[src/rtl/sc_togglesched_pkg.sv]
// Shared types and defaults for the toggle scheduler: FSM state encoding and
// parameter defaults used by the top, the prescaler and the bus interface.
package sc_togglesched_pkg;

    typedef enum logic [1:0] {
        IDLE   = 2'd0,
        ARM    = 2'd1,
        RUN    = 2'd2,
        DISARM = 2'd3
    } schedState_t;

    localparam int unsigned DEFAULT_PRESCALE_DIV = 50000;
    localparam int unsigned DEFAULT_SPEED_W      = 4;
    localparam int unsigned DEFAULT_CNT_W        = 8;
    localparam int unsigned DEFAULT_MAX_PULSES   = 16;

endpackage

[src/rtl/sc_statemachine_toggle_scheduler_if.sv]
// Button/switch and FLAG/status bundle between the board controls, the
// toggle scheduler (slave) and whatever drives and observes it (master).
interface sc_statemachine_toggle_scheduler_if
    import sc_togglesched_pkg::*;
#(
    parameter int unsigned SPEED_W = DEFAULT_SPEED_W,
    parameter int unsigned CNT_W   = DEFAULT_CNT_W
);
    logic               SC_TOGGLESCHED_startButton_InLow;
    logic [SPEED_W-1:0] SC_TOGGLESCHED_speed_InBUS;
    logic               SC_TOGGLESCHED_FLAG_OutLow;
    logic               SC_TOGGLESCHED_Running_Out;
    logic [CNT_W-1:0]   SC_TOGGLESCHED_PulseCount_OutBUS;
    logic               SC_TOGGLESCHED_Done_Out;

    modport master (
        output SC_TOGGLESCHED_startButton_InLow,
        output SC_TOGGLESCHED_speed_InBUS,
        input  SC_TOGGLESCHED_FLAG_OutLow,
        input  SC_TOGGLESCHED_Running_Out,
        input  SC_TOGGLESCHED_PulseCount_OutBUS,
        input  SC_TOGGLESCHED_Done_Out
    );

    modport slave (
        input  SC_TOGGLESCHED_startButton_InLow,
        input  SC_TOGGLESCHED_speed_InBUS,
        output SC_TOGGLESCHED_FLAG_OutLow,
        output SC_TOGGLESCHED_Running_Out,
        output SC_TOGGLESCHED_PulseCount_OutBUS,
        output SC_TOGGLESCHED_Done_Out
    );

endinterface

[src/rtl/sc_tick_prescaler.sv]
// Base-tick generator: one-clock tick every DIV enabled clocks; the count is
// held at zero whenever enable is low so each run starts from a full period.
module sc_tick_prescaler
    import sc_togglesched_pkg::*;
#(
    parameter int unsigned DIV = DEFAULT_PRESCALE_DIV
) (
    input  logic clock,
    input  logic resetInLow,
    input  logic enable,
    output logic tick
);
    localparam int unsigned CW = (DIV > 1) ? $clog2(DIV) : 1;

    logic [CW-1:0] count;

    assign tick = enable && (count == CW'(DIV - 1));

    always_ff @(posedge clock or negedge resetInLow) begin
        if (!resetInLow) begin
            count <= '0;
        end else if (!enable || tick) begin
            count <= '0;
        end else begin
            count <= count + 1'b1;
        end
    end

endmodule

[src/rtl/sc_statemachine_toggle_scheduler.sv]
// Run/stop sequencer issuing periodic one-clock active-low FLAG pulses for the
// toggle FSM. Optional auto-stop after MAX_PULSES: SC_TOGGLESCHED_AUTOSTOP_EN.
module sc_statemachine_toggle_scheduler
    import sc_togglesched_pkg::*;
#(
    parameter int unsigned PRESCALE_DIV = DEFAULT_PRESCALE_DIV,
    parameter int unsigned SPEED_W      = DEFAULT_SPEED_W,
    parameter int unsigned CNT_W        = DEFAULT_CNT_W,
    parameter int unsigned MAX_PULSES   = DEFAULT_MAX_PULSES
) (
    input logic SC_TOGGLESCHED_CLOCK_50,
    input logic SC_TOGGLESCHED_RESET_InLow,
    sc_statemachine_toggle_scheduler_if.slave schedBus
);
    if (PRESCALE_DIV < 4 || MAX_PULSES < 1) begin : gBadConfig
        $error("sc_statemachine_toggle_scheduler: PRESCALE_DIV must be >= 4 and MAX_PULSES >= 1");
    end

    schedState_t        state;
    schedState_t        stateNext;
    logic               runningReg;
    logic               flagReg;
    logic               doneReg;
    logic [SPEED_W-1:0] halfCnt;
    logic [CNT_W-1:0]   pulseCount;
    logic               runStart;
    logic               tick;
    logic               fire;
    logic               autostopHit;
    logic               needRelease;
    logic               startBtn;

    assign startBtn = schedBus.SC_TOGGLESCHED_startButton_InLow;

    sc_tick_prescaler #(
        .DIV(PRESCALE_DIV)
    ) uPrescaler (
        .clock     (SC_TOGGLESCHED_CLOCK_50),
        .resetInLow(SC_TOGGLESCHED_RESET_InLow),
        .enable    (state == RUN),
        .tick      (tick)
    );

    // >= rather than == so a speed lowered below halfCnt fires on the next tick
    assign fire = tick && (halfCnt >= schedBus.SC_TOGGLESCHED_speed_InBUS);

`ifdef SC_TOGGLESCHED_AUTOSTOP_EN
    localparam logic [CNT_W-1:0] LAST_COUNT = CNT_W'(MAX_PULSES - 1);

    assign autostopHit = fire && (pulseCount == LAST_COUNT);

    // After auto-stop a still-held button must be released before a new start
    always_ff @(posedge SC_TOGGLESCHED_CLOCK_50 or negedge SC_TOGGLESCHED_RESET_InLow) begin
        if (!SC_TOGGLESCHED_RESET_InLow) begin
            needRelease <= 1'b0;
        end else if (autostopHit) begin
            needRelease <= 1'b1;
        end else if (startBtn) begin
            needRelease <= 1'b0;
        end
    end
`else
    assign autostopHit = 1'b0;
    assign needRelease = 1'b0;
`endif

    always_ff @(posedge SC_TOGGLESCHED_CLOCK_50 or negedge SC_TOGGLESCHED_RESET_InLow) begin
        if (!SC_TOGGLESCHED_RESET_InLow) begin
            state      <= IDLE;
            runningReg <= 1'b0;
        end else begin
            state      <= stateNext;
            runningReg <= (stateNext == RUN);
        end
    end

    always_comb begin
        stateNext = state;
        runStart  = 1'b0;
        case (state)
            IDLE: begin
                if (!startBtn && !needRelease) begin
                    stateNext = ARM;
                end
            end
            ARM: begin
                if (startBtn) begin
                    stateNext = RUN;
                    runStart  = 1'b1;
                end
            end
            RUN: begin
                if (autostopHit) begin
                    stateNext = IDLE;
                end else if (!startBtn) begin
                    stateNext = DISARM;
                end
            end
            DISARM: begin
                if (startBtn) begin
                    stateNext = IDLE;
                end
            end
            default: stateNext = IDLE;
        endcase
    end

    // Ticks only occur in RUN, so they never coincide with the ARM->RUN clear
    always_ff @(posedge SC_TOGGLESCHED_CLOCK_50 or negedge SC_TOGGLESCHED_RESET_InLow) begin
        if (!SC_TOGGLESCHED_RESET_InLow) begin
            halfCnt    <= '0;
            pulseCount <= '0;
            flagReg    <= 1'b1;
            doneReg    <= 1'b0;
        end else begin
            flagReg <= ~fire;
            doneReg <= autostopHit;
            if (runStart) begin
                halfCnt    <= '0;
                pulseCount <= '0;
            end else if (tick) begin
                if (fire) begin
                    halfCnt    <= '0;
                    pulseCount <= pulseCount + 1'b1;
                end else begin
                    halfCnt <= halfCnt + 1'b1;
                end
            end
        end
    end

    assign schedBus.SC_TOGGLESCHED_FLAG_OutLow       = flagReg;
    assign schedBus.SC_TOGGLESCHED_Running_Out       = runningReg;
    assign schedBus.SC_TOGGLESCHED_PulseCount_OutBUS = pulseCount;
    assign schedBus.SC_TOGGLESCHED_Done_Out          = doneReg;

endmodule
[src/flat_wrapper.sv]
// flat-port wrapper written by rule: the top's interface ports become plain ports
module sc_statemachine_toggle_scheduler_flat import sc_togglesched_pkg::*;
#(
    parameter int unsigned PRESCALE_DIV = DEFAULT_PRESCALE_DIV,
    parameter int unsigned SPEED_W      = DEFAULT_SPEED_W,
    parameter int unsigned CNT_W        = DEFAULT_CNT_W,
    parameter int unsigned MAX_PULSES   = DEFAULT_MAX_PULSES
)
  (SC_TOGGLESCHED_CLOCK_50, SC_TOGGLESCHED_RESET_InLow, schedBus_SC_TOGGLESCHED_startButton_InLow, schedBus_SC_TOGGLESCHED_speed_InBUS, schedBus_SC_TOGGLESCHED_FLAG_OutLow, schedBus_SC_TOGGLESCHED_Running_Out, schedBus_SC_TOGGLESCHED_PulseCount_OutBUS, schedBus_SC_TOGGLESCHED_Done_Out);
  sc_statemachine_toggle_scheduler_if #(.SPEED_W(SPEED_W), .CNT_W(CNT_W)) schedBus_i ();
  input logic SC_TOGGLESCHED_CLOCK_50;
  input logic SC_TOGGLESCHED_RESET_InLow;
  input wire logic [$bits(schedBus_i.SC_TOGGLESCHED_startButton_InLow)-1:0] schedBus_SC_TOGGLESCHED_startButton_InLow;
  input wire logic [$bits(schedBus_i.SC_TOGGLESCHED_speed_InBUS)-1:0] schedBus_SC_TOGGLESCHED_speed_InBUS;
  output wire logic [$bits(schedBus_i.SC_TOGGLESCHED_FLAG_OutLow)-1:0] schedBus_SC_TOGGLESCHED_FLAG_OutLow;
  output wire logic [$bits(schedBus_i.SC_TOGGLESCHED_Running_Out)-1:0] schedBus_SC_TOGGLESCHED_Running_Out;
  output wire logic [$bits(schedBus_i.SC_TOGGLESCHED_PulseCount_OutBUS)-1:0] schedBus_SC_TOGGLESCHED_PulseCount_OutBUS;
  output wire logic [$bits(schedBus_i.SC_TOGGLESCHED_Done_Out)-1:0] schedBus_SC_TOGGLESCHED_Done_Out;
  assign schedBus_i.SC_TOGGLESCHED_startButton_InLow = schedBus_SC_TOGGLESCHED_startButton_InLow;
  assign schedBus_i.SC_TOGGLESCHED_speed_InBUS = schedBus_SC_TOGGLESCHED_speed_InBUS;
  assign schedBus_SC_TOGGLESCHED_FLAG_OutLow = schedBus_i.SC_TOGGLESCHED_FLAG_OutLow;
  assign schedBus_SC_TOGGLESCHED_Running_Out = schedBus_i.SC_TOGGLESCHED_Running_Out;
  assign schedBus_SC_TOGGLESCHED_PulseCount_OutBUS = schedBus_i.SC_TOGGLESCHED_PulseCount_OutBUS;
  assign schedBus_SC_TOGGLESCHED_Done_Out = schedBus_i.SC_TOGGLESCHED_Done_Out;
  sc_statemachine_toggle_scheduler #(.PRESCALE_DIV(PRESCALE_DIV), .SPEED_W(SPEED_W), .CNT_W(CNT_W), .MAX_PULSES(MAX_PULSES)) u_core (.SC_TOGGLESCHED_CLOCK_50(SC_TOGGLESCHED_CLOCK_50), .SC_TOGGLESCHED_RESET_InLow(SC_TOGGLESCHED_RESET_InLow), .schedBus(schedBus_i));
endmodule
[config.mk]
export PLATFORM = sky130hd
export DESIGN_NAME = sc_statemachine_toggle_scheduler_flat
export DESIGN_NICKNAME = d
export VERILOG_FILES = /design/src/rtl/sc_togglesched_pkg.sv /design/src/rtl/sc_statemachine_toggle_scheduler_if.sv /design/src/rtl/sc_tick_prescaler.sv /design/src/rtl/sc_statemachine_toggle_scheduler.sv /design/src/flat_wrapper.sv
export SDC_FILE = /design/constraint.sdc
export NUM_CORES = 1
export LEC_CHECK = 0
export ABC_AREA = 1
export CAP_MARGIN = 5
export CORE_ASPECT_RATIO = 1.75
export CORE_MARGIN = 1.5
export CORE_UTILIZATION = 61
export CTS_CLUSTER_SIZE = 16
export DETAILED_ROUTE_END_ITERATION = 10
export MAX_ROUTING_LAYER = met4
export PLACE_DENSITY_LB_ADDON = 0.12
export REMOVE_ABC_BUFFERS = 1
export SYNTH_ARGS = -nofsm -noshare
export SYNTH_HDL_FRONTEND = slang
export SYNTH_SLANG_ARGS = --single-unit
[constraint.sdc]
create_clock -name SC_TOGGLESCHED_CLOCK_50 -period 4.7 [get_ports SC_TOGGLESCHED_CLOCK_50]
set_clock_uncertainty 0.15 [all_clocks]
set_input_delay 0.47 -clock SC_TOGGLESCHED_CLOCK_50 [delete_from_list [all_inputs] [get_ports SC_TOGGLESCHED_CLOCK_50]]
set_output_delay 0.47 -clock SC_TOGGLESCHED_CLOCK_50 [all_outputs]
set_load 0.03 [all_outputs]
# Word-level counts from Yosys, hierarchy flattened
# Index checks and enable logic that the tools add are counted.
# totals
latch_bits	0
output_inout_bits	11
ff_bits	32
romBits	0
elab_cells	38
n_memories	0
ram_bits	0
in_bits	7
# classes
n_shift	0
n_mul	0
n_bitwise	1
reduce_logical	8
n_lt_le_gt_ge	1
add_sub_neg	3
eq_ne	5
n_div	0
mux	14
# ops
operator	n
two-way mux 8 bit	3
adder 16 x 1 -> 16 bit, second input constant	1
== test 16 bit, second input constant	1
two-way mux 16 bit	1
two-way mux 4 bit	3
adder 8 x 1 -> 8 bit, second input constant	1
two-way mux 2 bit	4
case mux 2 bit (4 select lines)	1
== test 2 bit, second input constant	3
adder 4 x 1 -> 4 bit, second input constant	1
>= comparator 4 bit	1
nonzero test 2 bit	2
== test 2 x 1 -> 1 bit, second input constant	1
logical AND 1 bit	2
logical NOT 2 bit	1
two-way mux 1 bit	2
AND reduction 2 bit	1
logical NOT 1 bit	1
logical OR 1 bit	1
NOT 1 bit	1

# Logic depth before layout (Yosys ltp)
# depth
depth_word	6
mapped_depth	11
depth_no_buf	11

# Cells and area by module
# From an unflattened synthesis, not the netlist that was laid out.
# hier_totals
cells_unflattened	247
area_unflattened_um2	1900.6
# by_module_without_submodules
mod	cells_per_inst	area_per_inst_um2	seq_area_each_um2	n_inst
sc_statemachine_toggle_scheduler	129	1009.7	401.6	1
sc_tick_prescaler	118	890.9	400.4	1

# Worst setup path before layout
# No wires, ideal clock.
# synth_path
path_kind	input port to flip-flop
from	input port schedBus_SC_TOGGLESCHED_speed_InBUS[3]
to	register u_core.pulseCount[2], in the netlist u_core.schedBus.SC_TOGGLESCHED_PulseCount_OutBUS[2]
setup_slack_ps	2922
required_time_ps	4432
arrival_time_ps	1510
setup_time_ps	118
n_path_buf	0
cell_stages	8
cell_sequence	inv_1 ha_1 a21oi_1 nand2_1 nor2_1 nor2_4 nand3_1 nand2_1
# synth_between
elab_chain_len	4
# synth_rtl
element	line_no	rtl
from (decl)	flat_wrapper.sv:14	input wire logic [$bits(schedBus_i.SC_TOGGLESCHED_speed_InBUS)-1:0] schedBus_SC_TOGGLESCHED_speed_InBUS;
>= comparator 4 bit	sc_statemachine_toggle_scheduler.sv:45	assign fire = tick && (halfCnt >= schedBus.SC_TOGGLESCHED_speed_InBUS);
logical AND 1 bit	sc_statemachine_toggle_scheduler.sv:45	
nonzero test 2 bit (no line)	--	
AND reduction 2 bit (no line)	--	
to (signal assigned)	sc_statemachine_toggle_scheduler.sv:124	pulseCount <= pulseCount + 1'b1;
to (decl)	sc_statemachine_toggle_scheduler.sv:25	logic [CNT_W-1:0] pulseCount;
# Every way passes these cells.
# A chain may end at the register's enable or synchronous reset.

# Worst setup path in the final report
# layout_path
from	input port schedBus_SC_TOGGLESCHED_speed_InBUS[3]
to	register u_core.pulseCount[6], in the netlist u_core.schedBus.SC_TOGGLESCHED_PulseCount_OutBUS[6]
# The elaborated chain is that of the path after synthesis.

==> key figures <==
Power and ir drop
  – Peak supply drop: 0.293 mV
  – Switching share of power: 23.3%
  – Total power: 0.587 mW
  – Cell internal pwr: 0.451 mW
  – Pwr per Cell Area: 264 nW/um^2
  – Clock power frac: 44.3%
  – LEAKAGE: 1.08 nW
  – Switching pwr: 0.137 mW
  – Sequential share of power: 48.3%
  – Combinational share of power: 7.4%

Detailed routing
  – Post-DRT Antenna Nets: 0
  – Drt drc: 0
  – Routed wire length: 3790 um
  – Initial DRT Pass Iterations: 4
  – DR WL/cell: 12.3 um
  – Via-per-instance ratio: 5.18
  – Initial drt markers: 22
  – Total number of vias: 1602

Synthesis
  – Yosys cell types: 26
  – Syn Inst Count: 246
  – Seq/Total Area, Yosys: 41.7%
  – Yosys warns: 0
  – Yosys reg bits: 32
  – Post-synthesis cell area: 1920 sq um
  – Synth Area per Inst: 7.82 sq um

Die
  – Die Span Y: 77.3 um
  – DIE AREA: 3510 sq um
  – Die Wd: 45.4 um
  – Initial Util: 65.0%
  – Core Footprint: 2960 sq um
  – # IOs: 18
  – Rows: 26

Global routing
  – Total gr overflow: 0
  – Largest net degree at the start of global routing: 33
  – First-pass GRT wire length: 6470 um
  – Vias in the first global route: 1589
  – GRT Overall Usage: 25.8%
  – Initial antenna violation count: 0

Finish
  – Share of cells above drive strength 1: 10.9%
  – Nets: 280
  – Diode count: 0
  – Final Cell Area: 2220 sq um
  – Filler Cells Inserted: 247
  – Finished Core Util: 75.1%
  – Area of the multi-input gates: 970 sq um
  – Register area: 802 sq um
  – Area growth syn-to-layout: 15.6%

Setup path
  – Maximum fanout along the worst path: 8
  – CP Capture Type: flop
  – Peak per-stage delay on the critical path: 0.45 ns
  – WP buf/inv: 2
  – R2R setup slack: 2.84 ns
  – Most frequent CP cell: nand2_1
  – Crit path cell chain: clkdlybuf4s50_1, inv_1, ha_1, a21oi_1, nand2_1, nor2_1, nor2_4, nand3_1, nand2_1
  – Crit path DAT: 2.15 ns
  – Required time of the critical path: 4.71 ns
  – CP max stage cell: clkdlybuf4s50_1
  – CP startpoint kind: input pin
  – Worst path top cell family by delay: simple AND/OR/NAND/NOR gates
  – WS Path Type: input pin to flop

Clocking
  – Clock Tree Buf Depth: 2
  – Num CTS Buffers: 5
  – Post-CTS Resized: 0
  – CTS Root Cell: clkbuf_8
  – Worst-path clk slew: 0.07 ns
  – CTS Sinks: 32
  – Clk_lat worst skew: 0.29 ns
  – # hold bufs at CTS: 0
  – CTS tree: yes
  – Post-CTS setup buffer count: 0
  – H-tree depth: 2

Place
  – Post-DP HPWL: 2830 um
  – Instance area at placement: 2120 sq um
  – IO buf count: 16
  – GP Congestion: 0.919

STA
  – Slew Limit Headroom: 49.8%
  – Slew Limit Fails: 0
  – Total negative slack: 0 ns
  – Tmin final: 2.13 ns
  – Final setup violation count: 0
  – Unrepaired setup endpoints after global routing: false
  – Worst-margin pin slew: 0.751 ns
  – Final Hold Viols: 0
  – Period utilization: 45.4%
  – F_max: 469 MHz

Run
  – Maxcap violations: 0

Worst hold path
  – Hold/Removal Path Class: flop to flop

Status
  – Status: complete, no violations
-- final timing paths --
kind,startpoint,cells past startpoint,endpoint
min in group asynchronous,SC_TOGGLESCHED_RESET_InLow,2,u_core.uPrescaler.count[3]
hold reg to reg,u_core.uPrescaler.count[0],1,u_core.uPrescaler.count[0]
max in group asynchronous,SC_TOGGLESCHED_RESET_InLow,2,u_core.schedBus.SC_TOGGLESCHED_FLAG_OutLow
setup / recovery,schedBus_SC_TOGGLESCHED_speed_InBUS[3],9,flop
hold / removal,u_core.uPrescaler.count[0],1,u_core.uPrescaler.count[0]
setup reg to reg,u_core.halfCnt[3],7,flop
-- flip-flops by register name, summed over array words and instances, names as in the netlist --
signal / count
u_core.halfCnt: 4
u_core.uPrescaler.count: 16
u_core.schedBus.SC_TOGGLESCHED_PulseCount_OutBUS: 8
u_core.schedBus.SC_TOGGLESCHED_FLAG_OutLow: 1
u_core.state: 2
u_core.schedBus.SC_TOGGLESCHED_Running_Out: 1
-- cell usage in the layout (no fill, tap or decap), drive strengths merged --
| cell | n |
|---|---|
| clkbuf | 6 |
| dfstp | 1 |
| nor3 | 8 |
| nand3 | 32 |
| conb | 1 |
| clkinv | 2 |
| nand4 | 7 |
| bufinv | 1 |
| ha | 7 |
| inv | 32 |
| a21oi | 4 |
| clkdlybuf4s50 | 16 |
| buf | 1 |
| nor2 | 42 |
| nand2 | 60 |
| xor2 | 13 |
| dfrtp | 31 |
| nor3b | 3 |
-- final cells by class --
type,instances,share of cell area (%)
clock buffer,6,3.26
tap,42,2.36
sequential,32,36.1
clock inverter,2,1.58
inverter,33,5.57
timing repair buffer,17,7.54
multi-input combinational,177,43.6
-- cells by family (layout without fill, tap and decap cells) --
family          count (synthesis)  after routing  synth area share (%)
xor+xnor                       13             13                  5.92
fa+ha+maj                       7              7                  4.55
buf+inv                        37             58                  7.87
compound gates                  4              4                  1.04
flops                          32             32                  41.7
other cells                     1              1                 0.195
simple gates                  152            152                  38.7
-- layer usage --
layer  up-vias  track usage, %  routed length [um]
li1        818               -                   -
met1       742            25.2                1410
met2        30            42.5                2120
met3        12            6.59                 129
met4         0            16.2                 134
met5         -               -                   0
-- cell usage after synthesis --
| cell | instances | share of area [%] |
|---|---|---|
| nand2_1 | 56 | 11 |
| nor2_1 | 33 | 6.4 |
| dfrtp_1 | 31 | 40 |
| inv_1 | 30 | 5.9 |
| nand3_1 | 28 | 7.3 |
| xor2_1 | 13 | 5.9 |
| ha_1 | 7 | 4.6 |
| nand4_1 | 7 | 2.3 |
| nor3_1 | 7 | 1.8 |
| nor2_4 | 5 | 2.9 |
| a21oi_1 | 4 | 1.0 |
| nor2_2 | 4 | 1.3 |
| nand2_2 | 3 | 0.98 |
| nand3_2 | 3 | 1.6 |
| nor3b_1 | 3 | 1.2 |
| inv_2 | 2 | 0.39 |
| buf_2 | 1 | 0.26 |
| buf_4 | 1 | 0.39 |
| buf_6 | 1 | 0.59 |
| clkbuf_1 | 1 | 0.19 |
| clkinv_1 | 1 | 0.19 |
| conb_1 | 1 | 0.19 |
| dfstp_2 | 1 | 1.4 |
| nand2_4 | 1 | 0.59 |
| nand3_4 | 1 | 0.91 |
| nor3_2 | 1 | 0.52 |
-- worst register-to-register path, delay by kind of cell, from the launching register on --
kind                       cells  cell delay, ns
DFF                            1            0.41
and+or+nand+nor                5            0.68
adders and majority gates      1            0.32
AOI/OAI and AO/OA              1            0.18
-- stage by stage --
stage	worst slack, ns	hold WS (ns)	cells
after floorplan	2.90	0.0244	242
after detailed placement	2.29	0.346	301
after global placement	2.34	0.337	301
after CTS	2.58	0.355	309
after global routing	2.40	0.373	309
final	2.57	0.349	309
-- power by group through the flow --
stage	registers (mW)	clock network (mW)	logic, mW
2_1_floorplan	0.290	0	0.0236
3_3_place_gp	0.288	0	0.0439
3_5_place_dp	0.289	0	0.0444
4_1_cts	0.284	0.261	0.0444
5_1_grt	0.284	0.272	0.0502
6_report	0.284	0.260	0.0434
(Power assumes the default switching activity.)
